[src/rtl/fifo_pkg.sv]
// Shared FIFO definitions: controller state codes, state width and default geometry.
// The controller, the output stage and the bench all import this package.
package fifo_pkg;

   localparam int unsigned STATE_W    = 3;
   localparam int unsigned FIFO_DEPTH = 8;
   localparam int unsigned FIFO_CNT_W = 4;

   // Codes 3'b110 and 3'b111 are unused and decode as idle.
   typedef enum logic [STATE_W-1:0] {
      INIT     = 3'b000,
      READ     = 3'b001,
      WRITE    = 3'b010,
      RD_ERROR = 3'b011,
      WR_ERROR = 3'b100,
      NO_OP    = 3'b101
   } fifo_state_e;

endpackage : fifo_pkg

[src/rtl/fifo_out.sv]
// FIFO output/status stage: decodes controller state and occupancy into
// registered full/empty flags and one-hot-or-zero handshake strobes.
module fifo_out
   import fifo_pkg::*;
#(
   parameter int unsigned DEPTH = FIFO_DEPTH,
   parameter int unsigned CNT_W = FIFO_CNT_W
) (
   input  logic               clk,
   input  logic               rst,
   input  logic [STATE_W-1:0] state,
   input  logic [CNT_W-1:0]   data_count,
   output logic               full,
   output logic               empty,
   output logic               wr_ack,
   output logic               wr_err,
   output logic               rd_ack,
   output logic               rd_err
);

   localparam logic [CNT_W-1:0] DEPTH_CNT = CNT_W'(DEPTH);

   logic w_full;
   logic w_empty;
   logic w_wr_ack;
   logic w_wr_err;
   logic w_rd_ack;
   logic w_rd_err;

   logic r_full;
   logic r_empty;
   logic r_wr_ack;
   logic r_wr_err;
   logic r_rd_ack;
   logic r_rd_err;

   // Flags follow occupancy only; counts above DEPTH are illegal but read as full.
   always_comb begin
      w_full  = (data_count >= DEPTH_CNT);
      w_empty = (data_count == '0);
   end

   always_comb begin
      w_wr_ack = 1'b0;
      w_wr_err = 1'b0;
      w_rd_ack = 1'b0;
      w_rd_err = 1'b0;
      case (state)
         READ:     w_rd_ack = 1'b1;
         WRITE:    w_wr_ack = 1'b1;
         RD_ERROR: w_rd_err = 1'b1;
         WR_ERROR: w_wr_err = 1'b1;
         default:  ;
      endcase
   end

   always_ff @(posedge clk) begin
      if (rst) begin
         r_full   <= 1'b0;
         r_empty  <= 1'b1;
         r_wr_ack <= 1'b0;
         r_wr_err <= 1'b0;
         r_rd_ack <= 1'b0;
         r_rd_err <= 1'b0;
      end else begin
         r_full   <= w_full;
         r_empty  <= w_empty;
         r_wr_ack <= w_wr_ack;
         r_wr_err <= w_wr_err;
         r_rd_ack <= w_rd_ack;
         r_rd_err <= w_rd_err;
      end
   end

   always_ff @(posedge clk) begin
      assert ($onehot0({r_wr_ack, r_wr_err, r_rd_ack, r_rd_err}));
   end

   assign full   = r_full;
   assign empty  = r_empty;
   assign wr_ack = r_wr_ack;
   assign wr_err = r_wr_err;
   assign rd_ack = r_rd_ack;
   assign rd_err = r_rd_err;

endmodule : fifo_out

[config.mk]
export PLATFORM = sky130hd
export DESIGN_NAME = fifo_out
export DESIGN_NICKNAME = d
export VERILOG_FILES = /design/src/rtl/fifo_pkg.sv /design/src/rtl/fifo_out.sv
export SDC_FILE = /design/constraint.sdc
export NUM_CORES = 1
export LEC_CHECK = 0
export ABC_CLOCK_PERIOD_IN_PS = 1360
export CELL_PAD_IN_SITES_DETAIL_PLACEMENT = 1
export CELL_PAD_IN_SITES_GLOBAL_PLACEMENT = 2
export CORE_AREA = 2 2 39 41
export CTS_CLUSTER_SIZE = 14
export DETAILED_ROUTE_END_ITERATION = 6
export DIE_AREA = 0 0 41 43
export HOLD_SLACK_MARGIN = 0.15
export PLACE_DENSITY = 0.73
export SLEW_MARGIN = 10
export SYNTH_ARGS = -nofsm -noshare
export SYNTH_HDL_FRONTEND = slang
export SYNTH_SLANG_ARGS = --single-unit
[constraint.sdc]
create_clock -name clk -period 1.36 [get_ports clk]
set_clock_uncertainty 0.1 [all_clocks]
set_input_delay 0.272 -clock clk [delete_from_list [all_inputs] [get_ports clk]]
set_output_delay 0.272 -clock clk [all_outputs]
set_load 0.01 [all_outputs]
==> impl_metrics.json <==
{
  "hold_viol": 0,
  "clkSinkCount": 6,
  "power_density_mw_per_mm2": 1093,
  "core_mm2": 0.001384,
  "portBuffers": 14,
  "num_vias": 181,
  "maxSlewHeadroom_pct": 77.91,
  "clk_pin_slew_ps": 40,
  "start_kind": "flop",
  "yosysSeqAreaShare_pct": 64.86,
  "critPathSlowestCell": "dfxtp_1",
  "yosysWarnings": 0,
  "grt_start_max_net_pins": 7,
  "nets": 41,
  "final_common_cell": "clkdlybuf4s50_1",
  "fin_tns_setup_ps": 0,
  "cts_tree": "yes",
  "crit_type": "flop to primary output",
  "crit_buf_inv": 1,
  "min_period_ps": 1184,
  "min-delay-start": "data_count[2]",
  "syn_area_per_cell_um2": 14.24,
  "drt_wl_total_um": 497,
  "final_layout_size_suffix_gt1_share_pct": 16.67,
  "remaining_drc_errors": 0,
  "grt_pass1_vias": 171,
  "synth_seq_cells": 6,
  "numCtsBuffers": 3,
  "critPathCaptureType": "primary output",
  "grt_pass1_wl_um": 738,
  "cp-startpoint": "rd_err",
  "final_cell_mix": "clkdlybuf4s50_1, dfxtp_1, dlygate4sd2_1",
  "root_buffer": "clkbuf_4",
  "drt-initial-drc-count": 1,
  "place_ws_ps": 14.57,
  "tightest_slew_ps": 326.7,
  "cp.required_ps": 990,
  "die_h_um": 43,
  "antenna_found_initial": 0,
  "gp_congestion": 0.6243,
  "initial_core_util_pct": 13.38,
  "num_rows": 14,
  "vias_per_cell": 3.935,
  "netlist_area_um2": 185.2,
  "firstDrtPassIters": 2,
  "htreeDepth": 1,
  "cts_buffer_depth": 2,
  "cp_top_family": "flip-flops",
  "final_antenna_net_count": 0,
  "power_mw": 0.3938,
  "stdcell_count": 46,
  "final_max_slew_viol_count": 0,
  "critPathMaxStageDelay_ps": 310,
  "crit_fanout": 1,
  "die_x_um": 41,
  "fin_ws_ps": 176.2,
  "cp.arrival_ps": 810,
  "area_growth_pct": 94.59,
  "dp_cells": 43,
  "syn-num-nets": 22,
  "track_usage_pct": 7.157,
  "grt.overflow.total": 0,
  "leakage_nw": 0.1566,
  "io_pins": 15,
  "setup_viol": 0,
  "yosysUniqueCellTypes": 6,
  "path_cells": "dlygate4sd2_1",
  "avgRoutedWirePerCell_um": 10.80,
  "ctsHoldBuffers": 0,
  "vdd_drop_max_mv": 0.3100,
  "cap_violations": 0,
  "hold_class": "input port to flop",
  "rsz0062_at_grt": "no",
  "fin_crit_sh_pct": 87.04,
  "die_area_mm2": 0.001763,
  "synth_cells": 13,
  "timing.fmax_mhz": 844.7,
  "outcome": "finished clean",
  "diodes": 0
}
[layout make-up]
cell class / instances / area (um2)
fillers: 162 / 1023
repair buffers: 14 / 132.6
flip-flops and latches: 6 / 120.1
multi-input cells: 6 / 61.31
clock buffers: 3 / 22.52
well taps: 16 / 20.02
inverters: 1 / 3.754
[stage by stage]
step           hold slack [ps]  utilization, %  cell area [um2]
3_3_place_gp             769.3           24.95            345.3
6_report                 522.0           26.04            360.3
2_1_floorplan            243.6               -            185.2
3_5_place_dp             771.3           24.95            345.3
4_1_cts                  512.7           26.04            360.3
5_1_grt                  530.7           26.04            360.3
[kinds of logic after synthesis]
family	after synthesis	synth area share [%]
simple gates	5	24.33
flops	6	64.87
compound gates	1	8.786
buf+inv	1	2.025
[registers in the layout (all words and copies together) (netlist names)]
signal / cells
wr_ack: 1
rd_err: 1
wr_err: 1
empty: 1
full: 1
rd_ack: 1
[per-layer routing]
layer / track usage, % / routed length, um / share of wire [%]
met1: 7.818 / 188 / 38
met2: 7.813 / 190 / 38
met3: 5.236 / 103 / 21
met4: 8.000 / 15 / 3.0
met5: 0 / 0 / 0
[cell usage after synthesis]
library cell | n | area share [%]
dfxtp_1 | 6 | 65
nor4b_1 | 3 | 14
and4bb_2 | 1 | 6.8
inv_1 | 1 | 2.0
nor2b_1 | 1 | 3.4
o41ai_2 | 1 | 8.8
[worst paths after layout]
path | end | cells after the start
hold / removal | empty | 2
setup / recovery | rd_err | 1
[power breakdown]
| group | internal, mW | total (mW) | switching, mW |
|---|---|---|---|
| registers | 0.183 | 0.185 | 0.00138 |
| clock network | 0.0995 | 0.159 | 0.0599 |
| logic | 0.0322 | 0.0498 | 0.0176 |
[what timing repair did]
item,in CTS,in global routing
resized for setup,6,0
setup endpoints to repair,6,0
setup buffers,0,0
Power figures use the tool's default switching activity.
